<file path="config.mk">
export PLATFORM = sky130hd
export DESIGN_NAME = apb_pixel_slave_flat
export DESIGN_NICKNAME = d
export VERILOG_FILES = /design/src/rtl/apb_pixel_slave_if.sv /design/src/rtl/apb_pixel_slave.sv /design/src/flat_wrapper.sv
export SDC_FILE = /design/constraint.sdc
export NUM_CORES = 1
export LEC_CHECK = 0
export BUFFER_PORTS_ARGS = -buffer_cell sky130_fd_sc_hd__clkbuf_2
export CORE_AREA = 5 5 173 175
export CTS_CLUSTER_SIZE = 28
export DETAILED_ROUTE_END_ITERATION = 7
export DIE_AREA = 0 0 178 180
export GPL_TIMING_DRIVEN = 0
export HOLD_SLACK_MARGIN = 0.1
export PLACE_DENSITY_LB_ADDON = 0.2
export SETUP_SLACK_MARGIN = 0.05
export SYNTH_ARGS = -nofsm -noshare
export SYNTH_HDL_FRONTEND = slang
export SYNTH_SLANG_ARGS = --single-unit
</file>
<file path="constraint.sdc">
create_clock -name clk -period 6.15 [get_ports clk]
set_input_delay 0.615 -clock clk [delete_from_list [all_inputs] [get_ports clk]]
set_output_delay 0.615 -clock clk [all_outputs]
set_load 0.01 [all_outputs]
</file>
<file path="src/rtl/apb_pixel_slave_if.sv">
// rtl/apb_pixel_slave_if.sv - APB bus bundle between host and pixel slave
interface apb_pixel_slave_if;
  logic        PSEL;
  logic        PENABLE;
  logic        PWRITE;
  logic [31:0] PADDR;
  logic [31:0] PWDATA;
  logic [31:0] PRDATA;
  logic        PREADY;
  logic        PSLVERR;

  modport master (
    output PSEL, PENABLE, PWRITE, PADDR, PWDATA,
    input  PRDATA, PREADY, PSLVERR
  );

  modport slave (
    input  PSEL, PENABLE, PWRITE, PADDR, PWDATA,
    output PRDATA, PREADY, PSLVERR
  );
endinterface

</file>
<file path="src/rtl/apb_pixel_slave.sv">
// rtl/apb_pixel_slave.sv - APB config registers plus pixel FIFO feeding the watermark core
// Optional macro APB_RANGE_CHECK_EN: out-of-range or dropped writes answer with PSLVERR.
module apb_pixel_slave #(
  parameter int FIFO_DEPTH = 4
) (
  input  logic             clk,
  input  logic             rst,
  apb_pixel_slave_if.slave apb,
  output logic             start,
  output logic [7:0]       white_pixel,
  output logic [9:0]       ImgSize,
  output logic [9:0]       WmSize,
  output logic [6:0]       M,
  output logic [4:0]       Bthr,
  output logic [6:0]       Amin,
  output logic [6:0]       Amax,
  output logic [5:0]       Bmin,
  output logic [5:0]       Bmax,
  output logic             new_pixel,
  output logic [7:0]       Pixel_Data,
  input  logic             pixel_ready,
  output logic             Image_Done
);
  localparam int AW = $clog2(FIFO_DEPTH);
  localparam logic [AW:0] PTR_ONE = {{AW{1'b0}}, 1'b1};

  typedef enum logic [1:0] {S_IDLE, S_STREAM, S_DONE} state_t;

  state_t      r_state;
  logic        r_start;
  logic [7:0]  r_white;
  logic [9:0]  r_img;
  logic [9:0]  r_wm;
  logic [6:0]  r_m;
  logic [4:0]  r_bthr;
  logic [6:0]  r_amin;
  logic [6:0]  r_amax;
  logic [5:0]  r_bmin;
  logic [5:0]  r_bmax;
  logic [20:0] r_total;
  logic [20:0] r_delivered;
  logic        r_done;
  logic [7:0]  r_mem [FIFO_DEPTH];
  logic [AW:0] r_wptr;
  logic [AW:0] r_rptr;

  logic        w_access;
  logic        w_low_addr;
  logic        w_ready;
  logic        w_wr;
  logic        w_val_ok;
  logic        w_cfg_wr;
  logic        w_start_wr;
  logic        w_flush;
  logic        w_pix_in_map;
  logic        w_push;
  logic        w_pop;
  logic        w_full;
  logic        w_empty;
  logic [31:0] w_pix_off;
  logic [31:0] w_rdata;
  logic [20:0] w_img21;
  logic [20:0] w_wm21;
  logic [20:0] w_total_calc;
  logic [20:0] w_deliv_next;

  assign w_access   = apb.PSEL & apb.PENABLE;
  assign w_low_addr = apb.PADDR < 32'd10;

  assign w_empty = (r_wptr == r_rptr);
  assign w_full  = (r_wptr[AW] != r_rptr[AW]) && (r_wptr[AW-1:0] == r_rptr[AW-1:0]);

  // Stall only pixel writes against a full FIFO; a same-cycle pop does not release it.
  assign w_ready     = ~(w_access & apb.PWRITE & ~w_low_addr & w_full);
  assign apb.PREADY  = w_ready;
  assign w_wr        = w_access & apb.PWRITE & w_ready;

`ifdef APB_RANGE_CHECK_EN
  always_comb begin
    w_val_ok = 1'b0;
    case (apb.PADDR[3:0])
      4'd0:       w_val_ok = apb.PWDATA <= 32'd1;
      4'd1:       w_val_ok = (apb.PWDATA >= 32'd1)  && (apb.PWDATA <= 32'd255);
      4'd2, 4'd3: w_val_ok = (apb.PWDATA >= 32'd200) && (apb.PWDATA <= 32'd720);
      4'd4:       w_val_ok = (apb.PWDATA >= 32'd1)  && (apb.PWDATA <= 32'd72);
      4'd5:       w_val_ok = (apb.PWDATA >= 32'd1)  && (apb.PWDATA <= 32'd20);
      4'd6:       w_val_ok = (apb.PWDATA >= 32'd80) && (apb.PWDATA <= {25'd0, r_amax});
      4'd7:       w_val_ok = (apb.PWDATA >= 32'd90) && (apb.PWDATA <= 32'd99);
      4'd8:       w_val_ok = (apb.PWDATA >= 32'd20) && (apb.PWDATA <= {26'd0, r_bmax});
      4'd9:       w_val_ok = (apb.PWDATA >= 32'd30) && (apb.PWDATA <= 32'd40);
      default:    w_val_ok = 1'b0;
    endcase
  end
`else
  assign w_val_ok = 1'b1;
`endif

  // Only the start bit stays writable once a frame is underway.
  assign w_cfg_wr   = w_wr & w_low_addr & w_val_ok &
                      ((r_state == S_IDLE) || (apb.PADDR[3:0] == 4'd0));
  assign w_start_wr = w_cfg_wr & (apb.PADDR[3:0] == 4'd0) & apb.PWDATA[0];
  assign w_flush    = w_cfg_wr & (apb.PADDR[3:0] == 4'd0) & ~apb.PWDATA[0];

  assign w_pix_off    = apb.PADDR - 32'd10;
  assign w_pix_in_map = ~w_low_addr & (w_pix_off < {11'd0, r_total});
  assign w_push       = w_wr & w_pix_in_map & (r_state == S_STREAM);
  assign w_pop        = ~w_empty & pixel_ready;

`ifdef APB_RANGE_CHECK_EN
  assign apb.PSLVERR = w_wr & ~w_cfg_wr & ~w_push;
`else
  assign apb.PSLVERR = 1'b0;
`endif

  always_comb begin
    w_rdata = '0;
    case (apb.PADDR[3:0])
      4'd0:    w_rdata = {31'd0, r_start};
      4'd1:    w_rdata = {24'd0, r_white};
      4'd2:    w_rdata = {22'd0, r_img};
      4'd3:    w_rdata = {22'd0, r_wm};
      4'd4:    w_rdata = {25'd0, r_m};
      4'd5:    w_rdata = {27'd0, r_bthr};
      4'd6:    w_rdata = {25'd0, r_amin};
      4'd7:    w_rdata = {25'd0, r_amax};
      4'd8:    w_rdata = {26'd0, r_bmin};
      4'd9:    w_rdata = {26'd0, r_bmax};
      default: w_rdata = '0;
    endcase
  end

  assign apb.PRDATA = (w_access & ~apb.PWRITE & w_low_addr) ? w_rdata : 32'd0;

  always_ff @(posedge clk or posedge rst) begin
    if (rst) begin
      r_start <= 1'b0;
      r_white <= '0;
      r_img   <= '0;
      r_wm    <= '0;
      r_m     <= '0;
      r_bthr  <= '0;
      r_amin  <= '0;
      r_amax  <= '0;
      r_bmin  <= '0;
      r_bmax  <= '0;
    end else if (w_cfg_wr) begin
      case (apb.PADDR[3:0])
        4'd0:    r_start <= apb.PWDATA[0];
        4'd1:    r_white <= apb.PWDATA[7:0];
        4'd2:    r_img   <= apb.PWDATA[9:0];
        4'd3:    r_wm    <= apb.PWDATA[9:0];
        4'd4:    r_m     <= apb.PWDATA[6:0];
        4'd5:    r_bthr  <= apb.PWDATA[4:0];
        4'd6:    r_amin  <= apb.PWDATA[6:0];
        4'd7:    r_amax  <= apb.PWDATA[6:0];
        4'd8:    r_bmin  <= apb.PWDATA[5:0];
        4'd9:    r_bmax  <= apb.PWDATA[5:0];
        default: ;
      endcase
    end
  end

  assign w_img21      = {11'd0, r_img};
  assign w_wm21       = {11'd0, r_wm};
  assign w_total_calc = w_img21 * w_img21 + w_wm21 * w_wm21;
  assign w_deliv_next = r_delivered + {20'd0, w_pop};

  // Image_Done rises on the same edge as the final pop so it is visible the cycle after.
  always_ff @(posedge clk or posedge rst) begin
    if (rst) begin
      r_state     <= S_IDLE;
      r_total     <= '0;
      r_delivered <= '0;
      r_done      <= 1'b0;
    end else if (w_flush) begin
      r_state     <= S_IDLE;
      r_total     <= '0;
      r_delivered <= '0;
      r_done      <= 1'b0;
    end else begin
      case (r_state)
        S_IDLE: begin
          if (w_start_wr) begin
            r_total     <= w_total_calc;
            r_delivered <= '0;
            r_state     <= S_STREAM;
          end
        end
        S_STREAM: begin
          r_delivered <= w_deliv_next;
          if (w_deliv_next == r_total) begin
            r_state <= S_DONE;
            r_done  <= 1'b1;
          end
        end
        S_DONE: begin
          r_delivered <= w_deliv_next;
        end
        default: r_state <= S_IDLE;
      endcase
    end
  end

  always_ff @(posedge clk or posedge rst) begin
    if (rst) begin
      r_wptr <= '0;
      r_rptr <= '0;
    end else if (w_flush) begin
      r_wptr <= '0;
      r_rptr <= '0;
    end else begin
      if (w_push) r_wptr <= r_wptr + PTR_ONE;
      if (w_pop)  r_rptr <= r_rptr + PTR_ONE;
    end
  end

  always_ff @(posedge clk) begin
    if (w_push) r_mem[r_wptr[AW-1:0]] <= apb.PWDATA[7:0];
  end

  assign start       = r_start;
  assign white_pixel = r_white;
  assign ImgSize     = r_img;
  assign WmSize      = r_wm;
  assign M           = r_m;
  assign Bthr        = r_bthr;
  assign Amin        = r_amin;
  assign Amax        = r_amax;
  assign Bmin        = r_bmin;
  assign Bmax        = r_bmax;
  assign new_pixel   = ~w_empty;
  assign Pixel_Data  = w_empty ? 8'd0 : r_mem[r_rptr[AW-1:0]];
  assign Image_Done  = r_done;
endmodule

</file>
<file path="src/flat_wrapper.sv">
// flat-port wrapper written by rule: the top's interface ports become plain ports
module apb_pixel_slave_flat 
#(
  parameter int FIFO_DEPTH = 4
)
  (clk, rst, start, white_pixel, ImgSize, WmSize, M, Bthr, Amin, Amax, Bmin, Bmax, new_pixel, Pixel_Data, pixel_ready, Image_Done, apb_PSEL, apb_PENABLE, apb_PWRITE, apb_PADDR, apb_PWDATA, apb_PRDATA, apb_PREADY, apb_PSLVERR);
  apb_pixel_slave_if apb_i ();
  input  logic clk;
  input  logic rst;
  output logic start;
  output logic [7:0] white_pixel;
  output logic [9:0] ImgSize;
  output logic [9:0] WmSize;
  output logic [6:0] M;
  output logic [4:0] Bthr;
  output logic [6:0] Amin;
  output logic [6:0] Amax;
  output logic [5:0] Bmin;
  output logic [5:0] Bmax;
  output logic new_pixel;
  output logic [7:0] Pixel_Data;
  input  logic pixel_ready;
  output logic Image_Done;
  input wire logic [$bits(apb_i.PSEL)-1:0] apb_PSEL;
  input wire logic [$bits(apb_i.PENABLE)-1:0] apb_PENABLE;
  input wire logic [$bits(apb_i.PWRITE)-1:0] apb_PWRITE;
  input wire logic [$bits(apb_i.PADDR)-1:0] apb_PADDR;
  input wire logic [$bits(apb_i.PWDATA)-1:0] apb_PWDATA;
  output wire logic [$bits(apb_i.PRDATA)-1:0] apb_PRDATA;
  output wire logic [$bits(apb_i.PREADY)-1:0] apb_PREADY;
  output wire logic [$bits(apb_i.PSLVERR)-1:0] apb_PSLVERR;
  assign apb_i.PSEL = apb_PSEL;
  assign apb_i.PENABLE = apb_PENABLE;
  assign apb_i.PWRITE = apb_PWRITE;
  assign apb_i.PADDR = apb_PADDR;
  assign apb_i.PWDATA = apb_PWDATA;
  assign apb_PRDATA = apb_i.PRDATA;
  assign apb_PREADY = apb_i.PREADY;
  assign apb_PSLVERR = apb_i.PSLVERR;
  apb_pixel_slave #(.FIFO_DEPTH(FIFO_DEPTH)) u_core (.clk(clk), .rst(rst), .apb(apb_i), .start(start), .white_pixel(white_pixel), .ImgSize(ImgSize), .WmSize(WmSize), .M(M), .Bthr(Bthr), .Amin(Amin), .Amax(Amax), .Bmin(Bmin), .Bmax(Bmax), .new_pixel(new_pixel), .Pixel_Data(Pixel_Data), .pixel_ready(pixel_ready), .Image_Done(Image_Done));
endmodule
</file>
==> metrics.cfg <==
[place]
gp_congestion=0.931
post-place-cells=2149
pre_cts_slack_ns=-0.907
hpwl_um=31900
port_buffers=135
placed_cell_area_sq_mm=0.0166

[yosys]
yosysWarnings=0
edff_count_synth=32
synthesis.instances=1607
async_reset_ff_frac=0.787
syn_std_cell_area_sq_mm=0.0152
synth_seq_cells=150
synth.yosys.seq_area_share=0.258
synth_flop_cell=sky130_fd_sc_hd__dfrtp_1
netlist-cell-type-count=78
synth.avg_cell_area_sq_um=9.44

[layout]
areaGrowthSynthToFinish_pct=20.3
final_net_count=2170
n_antenna_cell=0
final_cells=2250
finalInstanceArea_sq_mm=0.0183
drive_above_1_share=0.266

[worst_setup_path]
timing_worst_setup_path_type=register to register
worstSetupEndpointType=register
crit_arrival_ns=6.73
timing.critical_path.fanout_max=10
timing.critical_path.required_ns=6.47
start_kind=register

[clock_network]
ctsHoldBuffers=0
tritoncts=built
clk-insertion-delay-late_ns=0.44
cts.htree.levels=4
cts_sinks=150
worst_setup_hold_path_clk_slew_ns=0.08
tritoncts.num_buffers=17
clockBufferDepth=2
cts_root_buf=sky130_fd_sc_hd__clkbuf_16

[die]
die_height_um=180
row_count=62
design.portCount=181
start_util=0.536
die-width_um=178
dieArea_sq_mm=0.0320
core-area_sq_mm=0.0283

[run_status]
outcome=finished with violations
violations=setup timing

[pwr]
relative_contribution_of_the_clock_network_to_total_power=0.432
maximum_resistive_drop_on_vdd_mv=0.162
seqPwrFrac=0.398
power.density_mw_per_mm2=147
p_sw_uw=806
power.share.combinational=0.170
power.share.switching=0.299
power.internal_uw=1890
total_leakage_power_uw=0.00896

[sta]
grt_setup_unrepaired=yes
final.setup_skew_ns=0.0149
slew-limit-headroom=0.493
totalNegativeSetupSlack_ns=-0.577
worst_slew_pin_slew_ns=0.761
post-route-worst-setup-slack_ns=-0.261
maxSlewViolCount=0
achievable-frequency_mhz=156
finalSetupViolations=4
post-route-min-period_ns=6.41
final-hold-violation-count=0
timing.final.crit_share=1.04

[detailed_routing]
drt-wirelength-per-cell_um=19.0
drt-total-wl_um=42700
detailedRoute.firstIterationViolations=848
avgViaCountPerCell=5.70
drc=0
antenna_left=0
firstDrtPassIters=5
route.vias.total=12800

[hold_path]
hp-class=primary input to async pin

[global_route]
grt_pass1_wl_um=68300
track_usage=0.267
grt_pass1_vias=12900
grt_overflow_total=0
grt_max_degree=81
antenna_found_initial=0

[job]
drv_cap=0

==> synth_stat cells (20+ instances only) <==
library cell	instances	area [sq um]
sky130_fd_sc_hd__o21ai_0	70	350
sky130_fd_sc_hd__nand2_1	126	473
sky130_fd_sc_hd__nor2b_1	31	194
sky130_fd_sc_hd__edfxtp_1	32	961
sky130_fd_sc_hd__inv_1	191	717
sky130_fd_sc_hd__nand3_1	31	155
sky130_fd_sc_hd__nand4_1	20	125
sky130_fd_sc_hd__nor3_1	24	120
sky130_fd_sc_hd__dfrtp_1	118	2950
sky130_fd_sc_hd__fa_1	99	1980
sky130_fd_sc_hd__buf_4	25	188
sky130_fd_sc_hd__clkbuf_1	45	169
sky130_fd_sc_hd__a21oi_1	61	305
sky130_fd_sc_hd__and2_1	60	375
sky130_fd_sc_hd__nor2_1	87	327
sky130_fd_sc_hd__xnor2_1	72	631
sky130_fd_sc_hd__xor2_1	30	263
sky130_fd_sc_hd__ha_1	148	1850
sky130_fd_sc_hd__mux2_2	75	845
==> worst max-delay path, stage by stage (launching register included) <==
cell	delay (ns)
sky130_fd_sc_hd__dfrtp_2	0.42
sky130_fd_sc_hd__clkbuf_8	0.17
sky130_fd_sc_hd__and2_1	0.19
sky130_fd_sc_hd__fa_1	0.51
sky130_fd_sc_hd__fa_1	0.43
sky130_fd_sc_hd__ha_1	0.33
sky130_fd_sc_hd__fa_1	0.54
sky130_fd_sc_hd__inv_1	0.06
sky130_fd_sc_hd__fa_1	0.53
sky130_fd_sc_hd__inv_1	0.04
sky130_fd_sc_hd__ha_2	0.31
sky130_fd_sc_hd__o21ai_0	0.22
sky130_fd_sc_hd__a21oi_2	0.06
sky130_fd_sc_hd__buf_4	0.15
sky130_fd_sc_hd__o2111ai_2	0.21
sky130_fd_sc_hd__nand2_1	0.14
sky130_fd_sc_hd__xor2_2	0.25
sky130_fd_sc_hd__ha_4	0.24
sky130_fd_sc_hd__a21o_1	0.16
sky130_fd_sc_hd__nand2_2	0.07
sky130_fd_sc_hd__inv_1	0.06
sky130_fd_sc_hd__o211a_1	0.20
sky130_fd_sc_hd__a221o_1	0.28
sky130_fd_sc_hd__or2_4	0.23
sky130_fd_sc_hd__a211o_1	0.25
sky130_fd_sc_hd__a32o_1	0.24
==> sequential cells by signal (all words and copies together) (netlist names), 7 cells and up <==
register and flops:
u_core.Amax 7, u_core.Amin 7, u_core.ImgSize 10, u_core.M 7, u_core.WmSize 10, u_core.r_delivered 21
u_core.r_mem 32, u_core.r_total 21, u_core.white_pixel 8
==> cells in the final DEF (no fill, tap or decap), drive strengths merged, types with 6 or more instances in the layout <==
master | netlist | routed
dfrtp | 118 | 118
o211ai | 7 | 7
o21a | 10 | 10
or2 | 7 | 7
clkbuf | 47 | 197
nand4 | 20 | 20
a32oi | 6 | 6
inv | 191 | 201
xnor2 | 72 | 72
xor2 | 30 | 30
a22o | 8 | 8
and2 | 62 | 62
mux4 | 8 | 8
a21oi | 61 | 61
nor3 | 28 | 28
mux2 | 75 | 75
nor2 | 87 | 87
o31ai | 10 | 10
or4 | 8 | 8
and3 | 17 | 17
a21o | 14 | 14
mux2i | 17 | 17
nand3 | 32 | 32
ha | 148 | 148
o21ai | 84 | 84
nor4 | 15 | 15
nand2b | 13 | 13
edfxtp | 32 | 32
a211oi | 12 | 12
fa | 99 | 99
or3 | 6 | 6
nor2b | 31 | 31
nand2 | 127 | 127
buf | 34 | 107
conb | 1 | 23
==> per-layer routing <==
metal,GRT usage,routed length [um],vias up
met1,0.347,17700,6385
met5,0,0,-
met2,0.460,21500,374
met3,0.0355,2140,84
met4,0.0845,1350,0
li1,-,-,5973
==> path summary, 6_finish.rpt <==
path	start	end	slack [ns]	cells past startpoint
setup / recovery	u_core.WmSize[4]	u_core.r_total[17]	-0.26	25
hold / removal	rst	u_core.Bmax[1]	0.16	2
setup reg to reg	u_core.WmSize[4]	u_core.r_total[17]	-0.26	25
hold reg to reg	u_core.r_delivered[20]	u_core.r_delivered[20]	0.51	1
max in group asynchronous	rst	u_core.ImgSize[1]	5.21	3
min in group clk	apb_PWDATA[9]	u_core.ImgSize[9]	0.42	2
==> timing repair <==
action                                  in CTS  in global routing
endpoints found under the setup margin      10                  8
resized for setup                           81                 38
pin swaps                                   57                 26
gates cloned                                 1                  0
buffers inserted                            60                 10
==> kinds of logic after synthesis <==
family                   synth area share
XOR/XNOR                           0.0589
adder cells (fa/ha/maj)             0.253
other                            0.000247
AO/OA/AOI/OAI                       0.114
AND/OR/NAND/NOR                     0.163
multiplexers                       0.0788
buffers and inverters              0.0750
flip-flops                          0.258
==> final cells by class <==
cell class | count | area (sq um)
clock inverter | 14 | 195
multi-input combinational | 1207 | 10600
buffer | 79 | 607
sequential | 150 | 3930
fill | 2296 | 10100
tap | 384 | 480
clock buffer | 18 | 439
inverter | 191 | 722
timing repair buffer | 207 | 1240
==> power groups by stage <==
stage	clock network [uW]	logic [uW]	registers [uW]
final	1160	459	1070
after global routing	1220	509	1070
after CTS	1170	461	1070
after detailed placement	0	459	1090
after global placement	0	446	1090
after floorplan	0	320	1080
==> stage by stage <==
step | total power, uW | hold WS, ns | util
after floorplan | 1400 | 0.465 | -
after global placement | 1530 | 0.492 | 0.586
after detailed placement | 1550 | 0.502 | 0.587
after CTS | 2700 | 0.171 | 0.637
after global routing | 2800 | 0.186 | 0.645
final | 2690 | 0.161 | 0.645
No activity file was read; power rests on OpenSTA's default activity.
